--- config.mk ---
export PLATFORM = sky130hd
export DESIGN_NAME = mc_ctrl_fsm_flat
export DESIGN_NICKNAME = d
export VERILOG_FILES = /design/src/rtl/mc_ctrl_if.sv /design/src/rtl/mc_ctrl_fsm.sv /design/src/flat_wrapper.sv
export SDC_FILE = /design/constraint.sdc
export NUM_CORES = 1
export LEC_CHECK = 0
export ABC_AREA = 1
export CAP_MARGIN = 15
export CELL_PAD_IN_SITES_DETAIL_PLACEMENT = 0
export CELL_PAD_IN_SITES_GLOBAL_PLACEMENT = 2
export CORE_MARGIN = 2
export CORE_UTILIZATION = 17
export DETAILED_ROUTE_END_ITERATION = 8
export PLACE_DENSITY = 0.84
export SLEW_MARGIN = 20
export SYNTH_ARGS = -nofsm -noshare
export SYNTH_HDL_FRONTEND = slang
export SYNTH_SLANG_ARGS = --single-unit
export TNS_END_PERCENT = 20
--- constraint.sdc ---
create_clock -name clk -period 2.3 [get_ports clk]
set_clock_uncertainty 0.05 [all_clocks]
set_input_delay 0.46 -clock clk [delete_from_list [all_inputs] [get_ports clk]]
set_output_delay 0.46 -clock clk [all_outputs]
set_load 0.05 [all_outputs]
--- src/rtl/mc_ctrl_if.sv ---
// mc_ctrl_if: controller <-> datapath signals of the multi-cycle MIPS CPU.
// master = control FSM, slave = datapath.
interface mc_ctrl_if;
    logic [5:0] opcode;
    logic [5:0] funct;
    logic       zero;
    logic       mem_ready;
    logic       pc_en;
    logic       ir_write;
    logic       reg_write;
    logic       mem_read;
    logic       mem_write;
    logic       iord;
    logic       reg_dst;
    logic       mem_to_reg;
    logic       alu_src_a;
    logic [1:0] alu_src_b;
    logic [2:0] alu_op;
    logic [1:0] pc_source;

    modport master (
        input  opcode, funct, zero, mem_ready,
        output pc_en, ir_write, reg_write, mem_read, mem_write, iord, reg_dst,
               mem_to_reg, alu_src_a, alu_src_b, alu_op, pc_source
    );

    modport slave (
        output opcode, funct, zero, mem_ready,
        input  pc_en, ir_write, reg_write, mem_read, mem_write, iord, reg_dst,
               mem_to_reg, alu_src_a, alu_src_b, alu_op, pc_source
    );
endinterface

--- src/rtl/mc_ctrl_fsm.sv ---
// mc_ctrl_fsm: multi-cycle MIPS control FSM (fetch/decode/execute/memory/write-back).
// Performance counters are built only when MC_CTRL_PERF_CNT_EN is defined.
module mc_ctrl_fsm #(
    parameter int MEM_TIMEOUT = 15,
    parameter int CNT_W       = 32
) (
    input  logic             clk,
    input  logic             rst_n,
    mc_ctrl_if.master        dp,
    output logic             instr_done,
    output logic             halted,
    output logic             trap,
    output logic [3:0]       state,
    output logic [CNT_W-1:0] cycle_count,
    output logic [CNT_W-1:0] instr_count
);
    typedef enum logic [3:0] {
        S_RESET, S_FETCH, S_DECODE, S_MEM_ADDR, S_MEM_READ, S_MEM_WB, S_MEM_WRITE, S_EXECUTE,
        S_ALU_WB, S_BRANCH, S_JUMP, S_ADDI_EXEC, S_ADDI_WB, S_HALT, S_TRAP
    } state_t;

    localparam logic [2:0] ALU_AND = 3'b000, ALU_OR = 3'b001, ALU_ADD = 3'b010,
                           ALU_SUB = 3'b110, ALU_SLT = 3'b111;
    localparam int WW = MEM_TIMEOUT > 0 ? $clog2(MEM_TIMEOUT + 1) : 1;

    state_t        cur, nxt;
    logic [WW-1:0] wait_cnt;
    logic          timeout;

    // Traps only on the cycle the count would reach MEM_TIMEOUT; mem_ready on that cycle still wins.
    assign timeout = (MEM_TIMEOUT != 0) && !dp.mem_ready && wait_cnt == WW'(MEM_TIMEOUT - 1);

    always_ff @(posedge clk or negedge rst_n)
        if (!rst_n) begin
            cur      <= S_RESET;
            wait_cnt <= '0;
        end else begin
            cur      <= nxt;
            wait_cnt <= (nxt != cur) ? '0 : wait_cnt + WW'(!dp.mem_ready);
        end

    always_comb begin
        nxt           = cur;
        dp.pc_en      = 1'b0;
        dp.ir_write   = 1'b0;
        dp.reg_write  = 1'b0;
        dp.mem_read   = 1'b0;
        dp.mem_write  = 1'b0;
        dp.iord       = 1'b0;
        dp.reg_dst    = 1'b0;
        dp.mem_to_reg = 1'b0;
        dp.alu_src_a  = 1'b0;
        dp.alu_src_b  = 2'b00;
        dp.alu_op     = ALU_AND;
        dp.pc_source  = 2'b00;
        instr_done    = 1'b0;
        case (cur)
            S_RESET: nxt = S_FETCH;
            S_FETCH: begin
                dp.mem_read  = 1'b1;
                dp.alu_src_b = 2'b01;
                dp.alu_op    = ALU_ADD;
                dp.ir_write  = dp.mem_ready;
                dp.pc_en     = dp.mem_ready;
                nxt          = dp.mem_ready ? S_DECODE : timeout ? S_TRAP : S_FETCH;
            end
            S_DECODE: begin
                dp.alu_src_b = 2'b11;
                dp.alu_op    = ALU_ADD;
                case (dp.opcode)
                    6'b100011, 6'b101011: nxt = S_MEM_ADDR;
                    6'b000000:            nxt = S_EXECUTE;
                    6'b000100:            nxt = S_BRANCH;
                    6'b000010:            nxt = S_JUMP;
                    6'b001000:            nxt = S_ADDI_EXEC;
                    6'b111111:            nxt = S_HALT;
                    default:              nxt = S_TRAP;
                endcase
            end
            S_MEM_ADDR: begin
                dp.alu_src_a = 1'b1;
                dp.alu_src_b = 2'b10;
                dp.alu_op    = ALU_ADD;
                nxt          = dp.opcode == 6'b101011 ? S_MEM_WRITE : S_MEM_READ;
            end
            S_MEM_READ: begin
                dp.mem_read = 1'b1;
                dp.iord     = 1'b1;
                nxt         = dp.mem_ready ? S_MEM_WB : timeout ? S_TRAP : S_MEM_READ;
            end
            S_MEM_WB: begin
                dp.reg_write  = 1'b1;
                dp.mem_to_reg = 1'b1;
                instr_done    = 1'b1;
                nxt           = S_FETCH;
            end
            S_MEM_WRITE: begin
                dp.mem_write = 1'b1;
                dp.iord      = 1'b1;
                instr_done   = dp.mem_ready;
                nxt          = dp.mem_ready ? S_FETCH : timeout ? S_TRAP : S_MEM_WRITE;
            end
            S_EXECUTE: begin
                dp.alu_src_a = 1'b1;
                nxt          = S_ALU_WB;
                case (dp.funct)
                    6'b100000: dp.alu_op = ALU_ADD;
                    6'b100010: dp.alu_op = ALU_SUB;
                    6'b100100: dp.alu_op = ALU_AND;
                    6'b100101: dp.alu_op = ALU_OR;
                    6'b101010: dp.alu_op = ALU_SLT;
                    default:   nxt = S_TRAP;
                endcase
            end
            S_ALU_WB: begin
                dp.reg_write = 1'b1;
                dp.reg_dst   = 1'b1;
                instr_done   = 1'b1;
                nxt          = S_FETCH;
            end
            S_BRANCH: begin
                dp.alu_src_a = 1'b1;
                dp.alu_op    = ALU_SUB;
                dp.pc_source = 2'b01;
                dp.pc_en     = dp.zero;
                instr_done   = 1'b1;
                nxt          = S_FETCH;
            end
            S_JUMP: begin
                dp.pc_source = 2'b10;
                dp.pc_en     = 1'b1;
                instr_done   = 1'b1;
                nxt          = S_FETCH;
            end
            S_ADDI_EXEC: begin
                dp.alu_src_a = 1'b1;
                dp.alu_src_b = 2'b10;
                dp.alu_op    = ALU_ADD;
                nxt          = S_ADDI_WB;
            end
            S_ADDI_WB: begin
                dp.reg_write = 1'b1;
                instr_done   = 1'b1;
                nxt          = S_FETCH;
            end
            default: nxt = cur == S_HALT ? S_HALT : S_TRAP;
        endcase
    end

    assign state  = cur;
    assign halted = cur == S_HALT;
    assign trap   = cur == S_TRAP;

`ifdef MC_CTRL_PERF_CNT_EN
    always_ff @(posedge clk or negedge rst_n)
        if (!rst_n) begin
            cycle_count <= '0;
            instr_count <= '0;
        end else begin
            if (!(cur inside {S_RESET, S_HALT, S_TRAP})) cycle_count <= cycle_count + 1'b1;
            if (instr_done) instr_count <= instr_count + 1'b1;
        end
`else
    assign cycle_count = '0;
    assign instr_count = '0;
`endif
endmodule
--- src/flat_wrapper.sv ---
// flat-port wrapper written by rule: the top's interface ports become plain ports
module mc_ctrl_fsm_flat 
#(
    parameter int MEM_TIMEOUT = 15,
    parameter int CNT_W       = 32
)
  (clk, rst_n, instr_done, halted, trap, state, cycle_count, instr_count, dp_opcode, dp_funct, dp_zero, dp_mem_ready, dp_pc_en, dp_ir_write, dp_reg_write, dp_mem_read, dp_mem_write, dp_iord, dp_reg_dst, dp_mem_to_reg, dp_alu_src_a, dp_alu_src_b, dp_alu_op, dp_pc_source);
  mc_ctrl_if dp_i ();
  input  logic clk;
  input  logic rst_n;
  output logic instr_done;
  output logic halted;
  output logic trap;
  output logic [3:0] state;
  output logic [CNT_W-1:0] cycle_count;
  output logic [CNT_W-1:0] instr_count;
  input wire logic [$bits(dp_i.opcode)-1:0] dp_opcode;
  input wire logic [$bits(dp_i.funct)-1:0] dp_funct;
  input wire logic [$bits(dp_i.zero)-1:0] dp_zero;
  input wire logic [$bits(dp_i.mem_ready)-1:0] dp_mem_ready;
  output wire logic [$bits(dp_i.pc_en)-1:0] dp_pc_en;
  output wire logic [$bits(dp_i.ir_write)-1:0] dp_ir_write;
  output wire logic [$bits(dp_i.reg_write)-1:0] dp_reg_write;
  output wire logic [$bits(dp_i.mem_read)-1:0] dp_mem_read;
  output wire logic [$bits(dp_i.mem_write)-1:0] dp_mem_write;
  output wire logic [$bits(dp_i.iord)-1:0] dp_iord;
  output wire logic [$bits(dp_i.reg_dst)-1:0] dp_reg_dst;
  output wire logic [$bits(dp_i.mem_to_reg)-1:0] dp_mem_to_reg;
  output wire logic [$bits(dp_i.alu_src_a)-1:0] dp_alu_src_a;
  output wire logic [$bits(dp_i.alu_src_b)-1:0] dp_alu_src_b;
  output wire logic [$bits(dp_i.alu_op)-1:0] dp_alu_op;
  output wire logic [$bits(dp_i.pc_source)-1:0] dp_pc_source;
  assign dp_i.opcode = dp_opcode;
  assign dp_i.funct = dp_funct;
  assign dp_i.zero = dp_zero;
  assign dp_i.mem_ready = dp_mem_ready;
  assign dp_pc_en = dp_i.pc_en;
  assign dp_ir_write = dp_i.ir_write;
  assign dp_reg_write = dp_i.reg_write;
  assign dp_mem_read = dp_i.mem_read;
  assign dp_mem_write = dp_i.mem_write;
  assign dp_iord = dp_i.iord;
  assign dp_reg_dst = dp_i.reg_dst;
  assign dp_mem_to_reg = dp_i.mem_to_reg;
  assign dp_alu_src_a = dp_i.alu_src_a;
  assign dp_alu_src_b = dp_i.alu_src_b;
  assign dp_alu_op = dp_i.alu_op;
  assign dp_pc_source = dp_i.pc_source;
  mc_ctrl_fsm #(.MEM_TIMEOUT(MEM_TIMEOUT), .CNT_W(CNT_W)) u_core (.clk(clk), .rst_n(rst_n), .dp(dp_i), .instr_done(instr_done), .halted(halted), .trap(trap), .state(state), .cycle_count(cycle_count), .instr_count(instr_count));
endmodule
==> results.json <==
{
  "synth-seq-cells": 8,
  "rsz0062_at_grt": "false",
  "via_per_inst": 3.37,
  "dieArea_um2": 8770,
  "path_class": "flop to primary output",
  "ioPinCount": 103,
  "numPortBuffers": 38,
  "clock-sinks": 8,
  "cap_violations": 0,
  "clkTransAtPathRegs_ps": 40,
  "die_h_um": 93.7,
  "clkLatencyLatePin_ps": 220,
  "antenna_found_initial": 0,
  "critPathCapture": "dp_pc_en",
  "synth_top_area_share_pct": 35.2,
  "finalCritPeriodShare_pct": 95.2,
  "cp-end-kind": "primary output",
  "ys_types": 27,
  "dr_total_vias": 1218,
  "outcome": "finished clean",
  "cts_buffers": 3,
  "post-place-ws_ps": 134,
  "post_drt_wl_per_cell_um": 8.74,
  "ff2ff_path_depth": 11,
  "post_cts_buffers": 0,
  "critPathLaunchType": "flop",
  "globalplace.congestion": 0.796,
  "slew_viol_final": 0,
  "synth-async-reset-ratio_pct": 100,
  "power.density_nw_per_um2": 1380,
  "rrSetupSlack_ps": 490,
  "slew_headroom_pct": 66.4,
  "min_period_ps": 2190,
  "area_delta_synth_final_pct": 33.9,
  "cts_buffer_depth": 2,
  "yosys.area.top_type": "buf_4",
  "syn_area_um2": 1370,
  "synth_edf_count": 0,
  "timing.rr.end": "u_core.wait_cnt[3]$_DFF_PN0_",
  "p_int_mw": 1.01,
  "drc": 0,
  "overflow": 0,
  "grt_pass1_wl_mm": 5.09,
  "diodes": 0,
  "power_switching_mw": 1.52,
  "grt_pass1_vias": 1164,
  "ys_warn_count": 0,
  "worst_slack_ps": 111,
  "rows": 32,
  "dp_hpwl_mm": 2.84,
  "synth.avg_cell_area_um2": 6.27,
  "synth_cells": 218,
  "seq_area_frac_synth_pct": 14.7,
  "drt_wl_total_mm": 3.16,
  "max_freq_mhz": 457,
  "startpoint": "u_core.state[1]$_DFF_PN0_",
  "finalSetupViolCount": 0,
  "synthFlopType": "dfrtp_1",
  "cts_root_buf": "clkbuf_8",
  "post-route-util_pct": 23.6,
  "drive_above_1_share_pct": 19.7,
  "grt_max_degree": 10,
  "fill_cells": 903,
  "required_ps": 1790,
  "ir_worst_vdd_uv": 373,
  "ant_nets": 0,
  "track_usage_pct": 7.05,
  "power_frac_seq_pct": 10.6,
  "dr.pass1.iters": 3,
  "hold_viol": 0,
  "hp-class": "input pin to asynchronous set/reset pin",
  "floorplan.initialDensity_pct": 17.6,
  "htreeDepth": 1,
  "combPwrFrac_pct": 82.9,
  "nets": 279,
  "synth.most_common_cell": "buf_4",
  "dr.first_iter.drc_count": 24,
  "core_um2": 7770,
  "p_clk_share_pct": 6.5,
  "critPathMaxFanout": 5,
  "swShare_pct": 60.1,
  "p_leak_nw": 0.960,
  "cts_tree": "built",
  "arrival_ps": 1680,
  "holdWs_ps": 451,
  "synth_commonest_cells": "buf_4 (64), nand2_1 (36), nor2_1 (33)",
  "r2r_start": "u_core.state[2]$_DFF_PN0_",
  "die_w_um": 93.7,
  "fin_tns_setup_ps": 0,
  "ys_top_cells_by_area": "buf_4 (35%), dfrtp_1 (15%), nand2_1 (9.9%), nor2_1 (9.1%), inv_1 (6.6%)",
  "worst_pin_slew_ps": 503
}
==> final cells by class <==
class	count	area (um2)	share of cell area, %
clock buffers	3	41.3	2.26
inverters	29	109	5.95
multi-input cells	179	842	46.0
flip-flops and latches	8	201	11.0
well taps	102	128	6.98
repair buffers	40	508	27.8
==> cells in the final DEF, fill, tap and decap left out, types with 2 or more instances in the layout <==
cell             instances
buf_4                    9
o21ai_2                  2
o21ai_0                  2
nor2_2                   7
nor2_4                   3
nor2_1                  28
nand3_2                  2
inv_1                   24
nand2_2                  3
o211ai_1                 3
inv_2                    5
nand4_1                  3
clkdlybuf4s50_1         18
buf_12                  13
conb_1                  64
dfrtp_1                  7
nand3_1                 12
a21oi_1                  3
nand2_1                 36
ha_1                     2
clkbuf_8                 3
==> worst max-delay path: stages (launching register included) <==
cell,delay [ps]
dfrtp_1,460
inv_2,140
nand2_2,100
nor2_1,220
inv_1,140
nor2_4,130
a211o_2,140
buf_12,130
==> kinds of logic after synthesis <==
group | after synthesis | share of synthesized area (%)
and+or+nand+nor | 96 | 30.7
buffers and inverters | 94 | 44.0
AOI/OAI and AO/OA | 15 | 7.33
DFF | 8 | 14.7
xor gates and xnor gates | 2 | 1.28
adders and majority gates | 2 | 1.83
other | 1 | 0.274
==> stage by stage <==
stage,cell area [um2],instances,power (mW)
2_1_floorplan,1640,281,1.68
3_3_place_gp,1780,358,2.36
3_5_place_dp,1780,358,2.36
4_1_cts,1820,361,2.54
5_1_grt,1830,361,2.69
6_report,1830,361,2.52
==> routing by layer <==
layer	routed length (um)	part of all wire [%]	global-route usage, %	vias to the layer above
met2	1770	56	14.6	54
met1	1160	37	7.30	529
met5	0	0	0	-
li1	-	-	-	633
met3	218	6.9	0.883	2
met4	10	0.32	1.93	0
==> worst min path at each step <==
stage                     cells after the start                         start                           end
final                                         1                         rst_n  u_core.wait_cnt[2]$_DFF_PN0_
after global routing                          1                         rst_n  u_core.wait_cnt[2]$_DFF_PN0_
after CTS                                     1                         rst_n  u_core.wait_cnt[2]$_DFF_PN0_
after detailed placement                      2  u_core.wait_cnt[2]$_DFF_PN0_  u_core.wait_cnt[2]$_DFF_PN0_
after global placement                        2  u_core.wait_cnt[3]$_DFF_PN0_  u_core.wait_cnt[3]$_DFF_PN0_
after floorplan                               0                         rst_n     u_core.state[0]$_DFF_PN0_
==> state kept, by name (all words and copies together) (netlist names) <==
| name | cells |
|---|---|
| u_core.state | 4 |
| u_core.wait_cnt | 4 |
==> repair_timing <==
item | in CTS | in global routing
setup endpoints to repair | 0 | 2
endpoints found under the hold margin | 0 | 0
resized for setup | 0 | 3
hold buffers | 0 | 0
==> power by group through the flow <==
stage | sequential [mW] | clock, mW | combinational [mW]
floorplan | 0.339 | 0 | 1.35
global placement | 0.267 | 0 | 2.09
detailed placement | 0.266 | 0 | 2.10
CTS | 0.265 | 0.170 | 2.10
global route | 0.277 | 0.180 | 2.23
finish | 0.267 | 0.164 | 2.09
Note: power is estimated with default switching activity, not from simulation.
